## config.mk

```make
export PLATFORM = sky130hd
export DESIGN_NAME = multicycle_control
export DESIGN_NICKNAME = d
export VERILOG_FILES = /design/src/rtl/multicycle_control.sv
export SDC_FILE = /design/constraint.sdc
export NUM_CORES = 1
export LEC_CHECK = 0
export ABC_AREA = 1
export CAP_MARGIN = 0
export CORE_MARGIN = 1
export CORE_UTILIZATION = 35
export CTS_CLUSTER_SIZE = 12
export DETAILED_ROUTE_END_ITERATION = 8
export PLACE_DENSITY_LB_ADDON = 0.12
export SLEW_MARGIN = 10
export SYNTH_ARGS = -nofsm -noshare
export SYNTH_HDL_FRONTEND = slang
export SYNTH_SLANG_ARGS = --single-unit
```

## constraint.sdc

```tcl
create_clock -name clk -period 3.8 [get_ports clk]
set_input_delay 1.14 -clock clk [delete_from_list [all_inputs] [get_ports clk]]
set_output_delay 1.14 -clock clk [all_outputs]
set_load 0.01 [all_outputs]
```

## src/rtl/multicycle_control.sv

```systemverilog
// Multi-cycle RV32I control FSM: sequences fetch/decode/execute/memory/writeback over a
// shared memory port, with sticky trap, optional memory timeout and a retired-instruction count.
module multicycle_control #(
  parameter bit          SUPPORT_SRA = 1'b1,
  parameter bit          SUPPORT_MEM = 1'b1,
  parameter int unsigned MEM_TIMEOUT = 0,
  parameter int unsigned CNT_W       = 32
) (
  input  logic             clk,
  input  logic             rst,
  input  logic [31:0]      instr,
  input  logic             mem_ready,
  input  logic             alu_zero,
  output logic             mem_req,
  output logic             mem_we,
  output logic             addr_sel,
  output logic             ir_we,
  output logic             pc_inc,
  output logic             pc_branch,
  output logic             reg_we,
  output logic             wb_sel,
  output logic [3:0]       alu_ctrl,
  output logic             alu_src,
  output logic             trap,
  output logic [CNT_W-1:0] retire_cnt
);

  localparam int unsigned TO_W = (MEM_TIMEOUT > 1) ? $clog2(MEM_TIMEOUT + 1) : 1;

  localparam logic [6:0] OP_R  = 7'b0110011;
  localparam logic [6:0] OP_I  = 7'b0010011;
  localparam logic [6:0] OP_LD = 7'b0000011;
  localparam logic [6:0] OP_ST = 7'b0100011;
  localparam logic [6:0] OP_BR = 7'b1100011;

  localparam logic [3:0] ALU_ADD  = 4'b0000;
  localparam logic [3:0] ALU_SUB  = 4'b0001;
  localparam logic [3:0] ALU_SLL  = 4'b0010;
  localparam logic [3:0] ALU_SLT  = 4'b0011;
  localparam logic [3:0] ALU_XOR  = 4'b0100;
  localparam logic [3:0] ALU_SRL  = 4'b0101;
  localparam logic [3:0] ALU_OR   = 4'b0110;
  localparam logic [3:0] ALU_AND  = 4'b0111;
  localparam logic [3:0] ALU_SRA  = 4'b1000;
  localparam logic [3:0] ALU_SLTU = 4'b1001;

  typedef enum logic [2:0] {
    S_FETCH  = 3'd0,
    S_DECODE = 3'd1,
    S_EXEC   = 3'd2,
    S_MEM    = 3'd3,
    S_WB     = 3'd4,
    S_TRAP   = 3'd5
  } state_e;

  state_e           state_q, state_d;
  logic [TO_W-1:0]  to_q, to_d;
  logic [CNT_W-1:0] retire_cnt_q;
  logic             retire;

  logic [6:0] opcode, funct7;
  logic [2:0] funct3;
  logic       is_r, is_i, is_ld, is_st, is_br, alt_f7, sra_bad, legal, to_hit;
  logic [3:0] op_alu;
  logic       unused_instr_bits;

  assign opcode = instr[6:0];
  assign funct3 = instr[14:12];
  assign funct7 = instr[31:25];
  assign unused_instr_bits = ^{instr[24:15], instr[11:7]};

  // Instruction class, legality and ALU operation from the IR
  always_comb begin
    is_r    = (opcode == OP_R);
    is_i    = (opcode == OP_I);
    is_ld   = SUPPORT_MEM && (opcode == OP_LD);
    is_st   = SUPPORT_MEM && (opcode == OP_ST);
    is_br   = (opcode == OP_BR) && (funct3[2:1] == 2'b00);
    alt_f7  = (funct7 == 7'b0100000);
    sra_bad = (is_r || is_i) && (funct3 == 3'b101) && alt_f7 && !SUPPORT_SRA;
    legal   = (is_r || is_i || is_ld || is_st || is_br) && !sra_bad;
    op_alu  = ALU_ADD;
    if (is_br) begin
      op_alu = ALU_SUB;
    end else if (is_r || is_i) begin
      unique case (funct3)
        3'b000:  op_alu = (is_r && alt_f7) ? ALU_SUB : ALU_ADD;
        3'b001:  op_alu = ALU_SLL;
        3'b010:  op_alu = ALU_SLT;
        3'b011:  op_alu = ALU_SLTU;
        3'b100:  op_alu = ALU_XOR;
        3'b101:  op_alu = alt_f7 ? ALU_SRA : ALU_SRL;
        3'b110:  op_alu = ALU_OR;
        default: op_alu = ALU_AND;
      endcase
    end
  end

  // Timeout fires on the Nth consecutive unanswered request cycle; a same-cycle ready wins
  assign to_hit = (MEM_TIMEOUT != 0) && !mem_ready && (to_q == TO_W'(MEM_TIMEOUT - 1));

  always_comb begin
    state_d   = state_q;
    to_d      = to_q;
    retire    = 1'b0;
    mem_req   = 1'b0;
    mem_we    = 1'b0;
    addr_sel  = 1'b0;
    ir_we     = 1'b0;
    pc_inc    = 1'b0;
    pc_branch = 1'b0;
    reg_we    = 1'b0;
    wb_sel    = 1'b0;
    alu_ctrl  = ALU_ADD;
    alu_src   = 1'b0;
    trap      = 1'b0;
    if (!rst) begin
      unique case (state_q)
        S_FETCH: begin
          mem_req = 1'b1;
          if (mem_ready) begin
            ir_we   = 1'b1;
            pc_inc  = 1'b1;
            state_d = S_DECODE;
          end else if (to_hit) begin
            state_d = S_TRAP;
          end
        end
        S_DECODE: state_d = legal ? S_EXEC : S_TRAP;
        S_EXEC: begin
          alu_ctrl = op_alu;
          alu_src  = is_i || is_ld || is_st;
          if (is_br) begin
            pc_branch = funct3[0] ^ alu_zero;
            retire    = 1'b1;
            state_d   = S_FETCH;
          end else if (is_ld || is_st) begin
            state_d = S_MEM;
          end else begin
            state_d = S_WB;
          end
        end
        S_MEM: begin
          mem_req  = 1'b1;
          addr_sel = 1'b1;
          mem_we   = is_st;
          if (mem_ready) begin
            retire  = is_st;
            state_d = is_st ? S_FETCH : S_WB;
          end else if (to_hit) begin
            state_d = S_TRAP;
          end
        end
        S_WB: begin
          reg_we  = 1'b1;
          wb_sel  = is_ld;
          retire  = 1'b1;
          state_d = S_FETCH;
        end
        S_TRAP:  trap = 1'b1;
        default: state_d = S_FETCH;
      endcase
    end
    if (state_d != state_q) begin
      to_d = '0;
    end else if (mem_req && !mem_ready && (MEM_TIMEOUT != 0)) begin
      to_d = to_q + TO_W'(1);
    end
  end

  always_ff @(posedge clk or posedge rst) begin
    if (rst) begin
      state_q      <= S_FETCH;
      to_q         <= '0;
      retire_cnt_q <= '0;
    end else begin
      state_q <= state_d;
      to_q    <= to_d;
      if (retire) retire_cnt_q <= retire_cnt_q + CNT_W'(1);
    end
  end

  assign retire_cnt = retire_cnt_q;

endmodule

```

==> key figures <==
Power and ir drop
  – Comb power frac: 0.287
  – Sw frac: 0.332
  – Power Density: 273 nW/µm²
  – Clk pwr share: 0.274
  – Cell Int Power: between 600 and 700 µW
  – Lkg Pwr: ~0.0018 µW
  – Peak VDD IR: about 0.22 mV
  – Seq pwr share: 0.440
  – Psw: around 330 µW

Global routing
  – Largest net degree at the start of global routing: 38
  – Vias in the first global route: 2614
  – Grt ovf: 0
  – Initial antenna violation count: 0
  – First-pass GRT wire length: ~12000 µm
  – Total GRT Usage: 0.195

Finish
  – FF+latch area: 876 µm²
  – Layout area overhead: 37.1%
  – Area of the multi-input gates: around 1600 µm²
  – Fill count: between 700 and 800
  – Post-route cell area: about 3600 µm²
  – # diodes: 0
  – Layout cells sized above 1: 0.0906
  – Fin cells: between 600 and 700
  – Final #Nets: ~560

Timing
  – Setup Skew: 0.00760 ns
  – Final setup violation count: 0
  – Period utilization: 0.967
  – Final hold vios: 0
  – Worst slew pin tran: approximately 0.52 ns
  – Fin. max-slew vios: 0
  – RSZ-0062 raised after global routing: false
  – Fin Setup TNS: 0 ns
  – Slew HR: 0.654
  – Fmax achieved: 0.272 GHz
  – Final worst path period need: between 3 and 4 ns

Synthesis
  – Top area cells in the synthesized netlist: dfrtp_1 33%, nand2_1 27%, nor2_1 7.8%, nand3_1 7.7%, inv_1 5.5%
  – Syn nets: roughly 470
  – Synth Area in Adders: 0.00472
  – Post-synth ARST share: 1.00
  – Share of the yosys chip area belonging to registers: 0.330
  – Yosys top cell area share: 0.330
  – Post-Synth XOR/XNOR Area: 0.0595
  – Proportion of synthesized area in mux cells: 0
  – Synth Area in Compound Gates: 0.0250
  – Combinational family with the most area after synthesis: simple AND/OR/NAND/NOR gates
  – Post-synth top cells: 194 x nand2_1, 55 x nor2_1, 41 x nand3_1
  – Simple-gate share of the synthesized area: 0.495
  – Syn_area_per_cell: ~6.1 µm²
  – Mapped cell area: between 2000 and 3000 µm²
  – Syn Inst Count: approximately 440
  – Yosys reg bits: 35
  – Unique cell type count in the Yosys netlist: 26
  – Number of synthesized flops with an enable pin: 0
  – Synth warnings: 0
  – Most common flop cell mapped by yosys: dfrtp_1
  – Most frequent cell after synthesis: nand2_1
  – Post-synth top area cell: dfrtp_1

Place
  – HPWL after DPL: between 5000 and 6000 µm
  – Placed inst area: roughly 3500 µm²
  – Placed Instances: 610
  – Final RePlAce weighted congestion: between 0.8 and 0.9
  – Number of port buffers: 66

Detailed routing
  – Final wirelength: 7200 µm
  – Vias: ~2900
  – Initial DRC count: around 160
  – Drt wl/cell: 11.6 µm
  – Via-to-Cell Ratio: around 4.7
  – Remaining antenna violation count after routing: 0
  – DRT Pass-1 Iters: 4
  – Remaining DRCs: 0

Worst setup path
  – Crit Reg-Reg Startpoint: retire_cnt[0]
  – Worst Reg-to-Reg Cells: 8
  – CP peak stage delay: ~0.52 ns
  – Crit start category: input pin
  – CP delay by family, top: buffers and inverters
  – WP data required: around 2.7 ns
  – Buf+Inv Stages, Crit Path: 3
  – Worst path most repeated cell: clkdlybuf4s50_1
  – Worst reg2reg path endpoint: retire_cnt[16]
  – Crit path max fanout: 4
  – CP Capture Type: primary output
  – Worst R2R Setup Slack: between 1.5 and 2 ns
  – Worst-path cell chain: clkdlybuf4s50_1, nor2_1, buf_4, clkdlybuf4s50_1
  – CP Data Arrival Time: ~2.5 ns
  – Kind of critical path: input pin to primary output
  – Slowest CP cell: clkdlybuf4s50_1

CTS
  – CTS sink cnt: 35
  – Clock transition at path regs: roughly 0.07 ns
  – CTS max path bufs: 2
  – CTS root buf: clkbuf_8
  – Clock buffer count from CTS: 5
  – Worst skew pair latency: ~0.29 ns
  – H-tree levels: 2
  – CTS tree: built

Floorplan
  – Area of the die: 7930 µm²
  – Core Footprint: about 7300 µm²
  – Die width: 89.0 µm
  – Top-Level Pins: 82
  – Std-Cell Rows: 31
  – Starting Density: 0.364
  – Die height: roughly 89 µm

Min path
  – Worst hold endpoint: retire_cnt[1]
  – Hold path depth: 2
  – Worst min path class: flop to flop
  – Hold Crit Start: retire_cnt[1]

Job
  – MaxCap Viol Count: 0

Status
  – Status: complete, no violations
[how the worst max path moves through the flow]
stage,from,endpoint,slack (ns),cells past startpoint
2_1_floorplan,rst,alu_ctrl[1],0.18,4
3_3_place_gp,instr[1],alu_ctrl[1],-0.31,10
3_5_place_dp,instr[0],alu_ctrl[1],-0.32,10
4_1_cts,instr[0],alu_ctrl[0],-0.01,13
5_1_grt,rst,reg_we,0.04,4
6_report,rst,reg_we,0.13,4
[tightest hold or removal path, delay by kind of cell (launching register included)]
kind	cells	cell delay, ns
flops	1	0.39
simple gates	2	0.12
[cells in the final DEF, fill, tap and decap left out, types with 8 or more instances in the layout]
cell type / instances
buf_4: 18
clkdlybuf4s50_1: 48
dfrtp_1: 35
dlymetal6s2s_1: 9
inv_1: 37
nand2_1: 193
nand3_1: 41
nor2_1: 51
nor3_1: 13
xnor2_1: 8
xor2_1: 10
[routing by layer]
| layer | global-route usage | part of all wire | vias up |
|---|---|---|---|
| met2 | 0.315 | 0.45 | 63 |
| met4 | 0.0390 | 0.0071 | 0 |
| met5 | 0 | 0 | - |
| met3 | 0.0323 | 0.038 | 8 |
| met1 | 0.275 | 0.51 | 1303 |
| li1 | - | - | 1515 |
[cell families after synthesis]
kind of cell | count (synthesis)
AOI/OAI and AO/OA | 12
and+or+nand+nor | 318
DFF | 35
buffers and inverters | 53
adders and majority gates | 1
xor gates and xnor gates | 18
[state kept, by name, indices dropped and copies added, names as in the netlist]
| register | count |
|---|---|
| state_q | 3 |
| retire_cnt | 32 |
[power by group through the flow]
stage	logic [µW]	clock network [µW]	registers, µW
global route	323	299	442
global placement	285	0	442
detailed placement	288	0	444
CTS	288	284	436
finish	285	272	437
floorplan	172	0	444
[repair_timing]
item	CTS	global route
hold buffers	0	0
resized for setup	18	19
buffers inserted	1	0
pin swaps	1	7
setup endpoints to repair	10	6
[through the flow]
stage	total power (µW)	util	hold slack (ns)	setup WS (ns)
2_1_floorplan	616	-	0.548	0.184
3_3_place_gp	728	0.481	0.515	-0.308
3_5_place_dp	732	0.481	0.529	-0.315
4_1_cts	1010	0.492	0.546	-0.0126
5_1_grt	1060	0.499	0.608	0.0372
6_report	993	0.499	0.536	0.126
[cell type report]
type,instances,share of cell area
multi-input combinational,349,0.436
tap,99,0.0341
inverter,44,0.0465
timing repair buffer,84,0.219
clock buffer,6,0.0227
clock inverter,1,0.00138
sequential,35,0.241
Note: power is estimated with default switching activity, not from simulation.
==> RTL change 1 (same flow settings) <==
Reset style: synchronous (`rst`), changed in one clocked block.
--- a/src/rtl/multicycle_control.sv
+++ b/src/rtl/multicycle_control.sv
@@ -170,3 +170,3 @@
 
-  always_ff @(posedge clk or posedge rst) begin
+  always_ff @(posedge clk) begin
     if (rst) begin
Function: differs if rst is asserted again (counterexample within 4 cycles, from zero or initial values and one cycle with rst high); with rst held inactive, the same outputs for 10 cycles.
==> RTL change 1 against the original RTL <==
Critical path depth increased by 5. Highest routed layer unchanged. Worst setup slack got worse by 0.060 ns. Register-to-register slack got worse by 0.25 ns. Global-route usage increased by 1.4 points. Synthesized cell count increased by 3.2%. Utilization increased by 0.44 points. Area after synthesis decreased by 0.57%. Sequential cell count unchanged. Non-clock buffer count increased by 7. Routed wire length increased by 6.6%. Cell area increased by 0.34%.
Power is not compared: it rests on default switching activity, and its combinational part moved more than twofold at a synthesized area within 25%.
==> RTL change 1: results (changes against the original RTL) <==
The flow ran to the end, and the final reports show no timing, DRC or antenna violations. The total half-perimeter wirelength after legalization and detailed placement came out at 5.91 mm (+4.7%). The number of standard cells after synthesis came out at 451 (+3.2%). The number of placed instances, taps included is 626 (+2.6%).

The peak fanout along the critical path was 3 (-1). The worst-case reg-to-reg path depth is 9 (+1). The arrival time of data at the critical path endpoint was 2.59 ns (+0.06 ns).

The net count reported at finish came out at 574 (+3.2%). The average detailed-routed wire length per instance came out at 12.1 um (+3.6%). The post-synthesis sequential area ratio is 26.6% (-6.5 points). The total vias in the final route came out at 3013 (+4.3%).

The largest net degree at the start of global routing is 27 (-29%). The share of final-layout standard cells stronger than drive strength 1 is 13.8% (+4.7 points). The number of buffers added on ports is 66 (unchanged).

The global router's overall resource usage was 20.9% (+1.4 points). The count of routing violations after the opening detailed-route iteration is 129 (-17%). The number of global-route vias before repair came to 2771 (+6.0%). The post-route non-filler standard cell count came out at 636 (+2.9%).

The initial antenna violation count is 0 (unchanged). In the synthesized netlist, the cells that appear most often are 168 x nand2_1, 75 x nor2_1, 35 x dfxtp_1, 31 x inv_1, 31 x nand3_1. The proportion of synthesized flip-flops having asynchronous set or reset is 0% (-100 points).

The actual slew at the worst max-slew pin came out at 0.443 ns (-0.0746 ns). After synthesis, the cell types taking the most area are dfxtp_1 27%, nand2_1 24%, nor2_1 11%. The count of different cell masters after synthesis came to 31 (+19%). The maximum single-stage delay on the critical path was 0.47 ns (-0.05 ns). The global-route wire length before repair came out at 12.8 mm (+5.4%).
## RTL change 1: cell count changes after synthesis, sizes merged, moves of 2 or more
| cell | unedited run | this run |
|---|---|---|
| nand3 | 41 | 35 |
| buf | 7 | 9 |
| dfrtp | 35 | 0 |
| nand2 | 197 | 179 |
| nor2 | 56 | 76 |
| inv | 44 | 34 |
| nor3 | 15 | 9 |
| xor2 | 10 | 4 |
| nand3b | 4 | 13 |
| a21oi | 4 | 36 |
| dfxtp | 0 | 35 |
| xnor2 | 8 | 4 |
## RTL change 1: per-layer routing
metal	global-route usage [%]	wire, um
met1	26.9	3700
met2	35.1	3480
met3	3.92	347
met4	6.89	140
met5	0	0
## RTL change 1: cell type report
class / count / area [sq um] / share of cell area, %
multi-input cells: 370 / 1770 / 48.5
repair buffers: 91 / 836 / 22.9
well taps: 99 / 124 / 3.40
inverters: 34 / 130 / 3.57
clock inverters: 1 / 5.00 / 0.137
clock buffers: 6 / 82.6 / 2.26
flip-flops and latches: 35 / 701 / 19.2
## RTL change 1: metrics by stage
| stage | cell area, sq um | utilization, % |
|---|---|---|
| after global placement | 3510 | 48.3 |
| after detailed placement | 3510 | 48.3 |
| after CTS | 3600 | 49.6 |
| after floorplan | 2640 | - |
| after global routing | 3650 | 50.3 |
| final | 3650 | 50.3 |
## RTL change 1: worst max-delay path: cells and delay by family
family / cells / cell delay (ns)
buffers and inverters: 3 / 0.82
AND/OR/NAND/NOR: 6 / 0.63
## RTL change 1: final timing paths
path / startpoint / end / slack, ns
worst min register to register: retire_cnt[31] / retire_cnt[31] / 0.49
worst max-delay path: instr[1] / alu_ctrl[1] / 0.07
worst max register to register: retire_cnt[0] / retire_cnt[20] / 1.69
worst min-delay path: retire_cnt[31] / retire_cnt[31] / 0.49
## RTL change 1: logic make-up after synthesis
group           count (synthesis)  share of synthesized area [%]
xor+xnor                        8                           2.66
flops                          35                           26.6
fa+ha+maj                       1                          0.475
buf+inv                        46                           7.97
compound gates                 43                           9.73
simple gates                  318                           52.6
## RTL change 1: where the power goes
group	internal (mW)	switching [mW]	leakage, nW	total (mW)
Combinational	0.0581	0.0746	1.02	0.133
Clock	0.142	0.135	0.0470	0.277
Sequential	0.372	0.00858	0.282	0.380
Total	0.572	0.218	1.35	0.790
## RTL change 1: what timing repair did
action | CTS | global route
pin swaps | 1 | 4
gates resized for setup | 20 | 16
endpoints found under the setup margin | 10 | 5
setup buffers | 2 | 1
gates cloned | 0 | 0
==> RTL change 2 (config.mk and constraints unchanged) <==
Without the edit above. `SUPPORT_MEM`: 1'b1 -> 1'b0.
--- a/src/rtl/multicycle_control.sv
+++ b/src/rtl/multicycle_control.sv
@@ -4,3 +4,3 @@
   parameter bit          SUPPORT_SRA = 1'b1,
-  parameter bit          SUPPORT_MEM = 1'b1,
+  parameter bit          SUPPORT_MEM = 1'b0,
   parameter int unsigned MEM_TIMEOUT = 0,
Formal check against the unedited RTL: not equivalent (Yosys sat finds a counterexample within 4 cycles, from zero or initial values and one cycle with rst high).
==> RTL change 2 against the original RTL <==
Routed wire length barely moved. Final cell count fell by 2.6%. Worst setup slack improved by 0.013 ns. Fmax rose by 0.35%. Critical endpoint is now ir_we. Area after synthesis fell by 0.71%. Non-clock buffer count fell by 1. Total power rose by 26%. Highest routed layer unchanged. Cell area fell by 2.0%. Sequential cell count did not move. Die area fell by 0.70%. Count of clock-buffer cells in the layout rose by 2.
==> RTL change 2: results (changes against the original RTL) <==
The number of buffers on the longest clock path is 2 (unchanged). The run finished with clean final reports. The total placed instance area came out at 3440 sq um (-1.7%).

The maximum single-stage delay on the critical path is 0.57 ns (+0.05 ns). Yosys attributes the largest share of cell area to dfrtp_1 33%, nand2_1 27%, nor2_1 7.8%. The net count reported at finish came out at 539 (-3.1%). The flip-flop count of the largest register after layout was 32 (unchanged). The count of routing violations after the opening detailed-route iteration came out at 150 (-3.8%). The later-pin clock latency in the skew report is 0.29 ns (about the same). The count of different cell masters after synthesis came out at 26 (unchanged).

In the synthesized netlist the dominant register cell turns out to be dfrtp_1. The initial antenna violation count is 0 (unchanged). The proportion of synthesized flip-flops having asynchronous set or reset is 100% (unchanged). The clock input transition at the sequential cells of the worst setup and hold paths is 0.07 ns (about the same). The path type of the worst min-delay path is register to register.

The filler cell count in the final layout came to 750 (-4.3%). The largest clock skew in the final design came out at 0.00914 ns (+0.00154 ns). The peak fanout along the critical path is 5 (+1). The number of global-route vias before repair is 2489 (-4.8%). The number of warnings reported in the yosys synthesis log is 0 (unchanged). The global router's overall resource usage is 19.5% (-0.039 points).

The detailed-routing iteration count for the pre-antenna-repair pass came to 4 (unchanged). The routability congestion estimate from global placement is 0.905 (+1.0%). The leakage dissipation came to 1.60 nW (-12%).

The number of buffers added on ports came to 64 (-3.0%). The total vias in the final route is 2754 (-4.7%). The arrival time of data at the critical path endpoint came out at 2.52 ns (about the same). The overall routed net length came out at 7.19 mm (about the same). By count the netlist is led by 188 x nand2_1, 55 x nor2_1, 38 x inv_1, 35 x dfrtp_1, 23 x nand3_1. The number of placed instances, taps included was 592 (-3.0%). The number of clock buffers inserted by TritonCTS came out at 5 (unchanged). CTS placed an instance of clkbuf_8 at the clock tree root. The largest net degree at the start of global routing is 37 (-2.6%). The detailed-route vias per instance is 4.57 (-2.1%).

The total half-perimeter wirelength after legalization and detailed placement is 5.76 mm (+2.0%). The share of final-layout standard cells stronger than drive strength 1 is 11.7% (+2.7 points). The cell family contributing the most delay on the critical path is buffers and inverters. The number of H-tree branching levels came out at 2 (unchanged).

The slowest stage of the critical path belongs to the cell clkdlybuf4s50_1. The maximum vdd ir drop is 0.325 mV (+48%). The post-synthesis sequential area ratio is 33.3% (+0.24 points). The global-route wire length before repair is 11.7 mm (-3.0%). The average cell area after synthesis came out at 6.25 sq um (+3.1%). The number of diodes added for antenna fixing was 0 (unchanged).
RTL change 2: cell types whose count changed after synthesis, sizes merged, moves of 3 or more:
cell	change
nand3	-17
o21ai	+7
nor2	+13
nand2	-3
inv	-3
nor3	-9
xnor2	-6
buf	+3
RTL change 2: logic make-up after synthesis:
family | after synthesis | share of synthesized area (%)
simple gates | 303 | 49.2
buf+inv | 51 | 9.03
flops | 35 | 33.3
compound gates | 16 | 3.18
xor+xnor | 14 | 4.66
fa+ha+maj | 1 | 0.475
other cells | 1 | 0.142
RTL change 2: where the power goes:
group | leakage [nW] | switching [mW] | total, mW | internal (mW)
registers | 0.477 | 0.0610 | 0.487 | 0.426
clock network | 0.0515 | 0.137 | 0.303 | 0.166
logic | 1.07 | 0.258 | 0.463 | 0.205
RTL change 2: worst min-delay path: stages, from the launching register on:
cell	delay, ns
dfrtp_1	0.40
nand2_1	0.07
nand2_1	0.05
RTL change 2: per-stage QoR:
step	hold slack, ns	worst slack, ns	power [mW]	utilization [%]
after floorplan	0.547	0.436	0.757	-
after global placement	0.523	-0.151	0.948	47.5
after detailed placement	0.528	-0.173	0.955	47.5
after CTS	0.549	0.0246	1.26	48.9
after global routing	0.584	0.0106	1.34	49.1
final	0.548	0.138	1.25	49.1
RTL change 2: final timing paths:
kind	slack, ns	start	to	depth (start not counted)
setup / recovery	0.14	rst	ir_we	4
hold / removal	0.55	retire_cnt[21]	retire_cnt[21]	2
setup reg to reg	1.94	retire_cnt[0]	retire_cnt[8]	9
hold reg to reg	0.55	retire_cnt[21]	retire_cnt[21]	2
max in group asynchronous	1.98	rst	retire_cnt[7]	4
min in group asynchronous	1.48	rst	state_q[0]	4
RTL change 2: cell type report:
cell class | count | area share, %
clock buffer | 8 | 2.81
tap | 99 | 3.48
sequential | 35 | 24.6
multi-input combinational | 336 | 43.1
timing repair buffer | 83 | 21.7
inverter | 41 | 4.32
RTL change 2: metal layers:
| metal | vias up | wire, um | GRT usage (%) |
|---|---|---|---|
| met4 | 0 | 73 | 4.40 |
| met5 | - | 0 | 0 |
| li1 | 1449 | - | - |
| met2 | 50 | 3380 | 32.5 |
| met3 | 6 | 252 | 2.80 |
| met1 | 1249 | 3480 | 26.6 |
RTL change 2: timing repair:
item | CTS | global route
resized for setup | 6 | 8
buffers inserted | 1 | 1
endpoints found under the setup margin | 6 | 7
pin swaps | 1 | 2
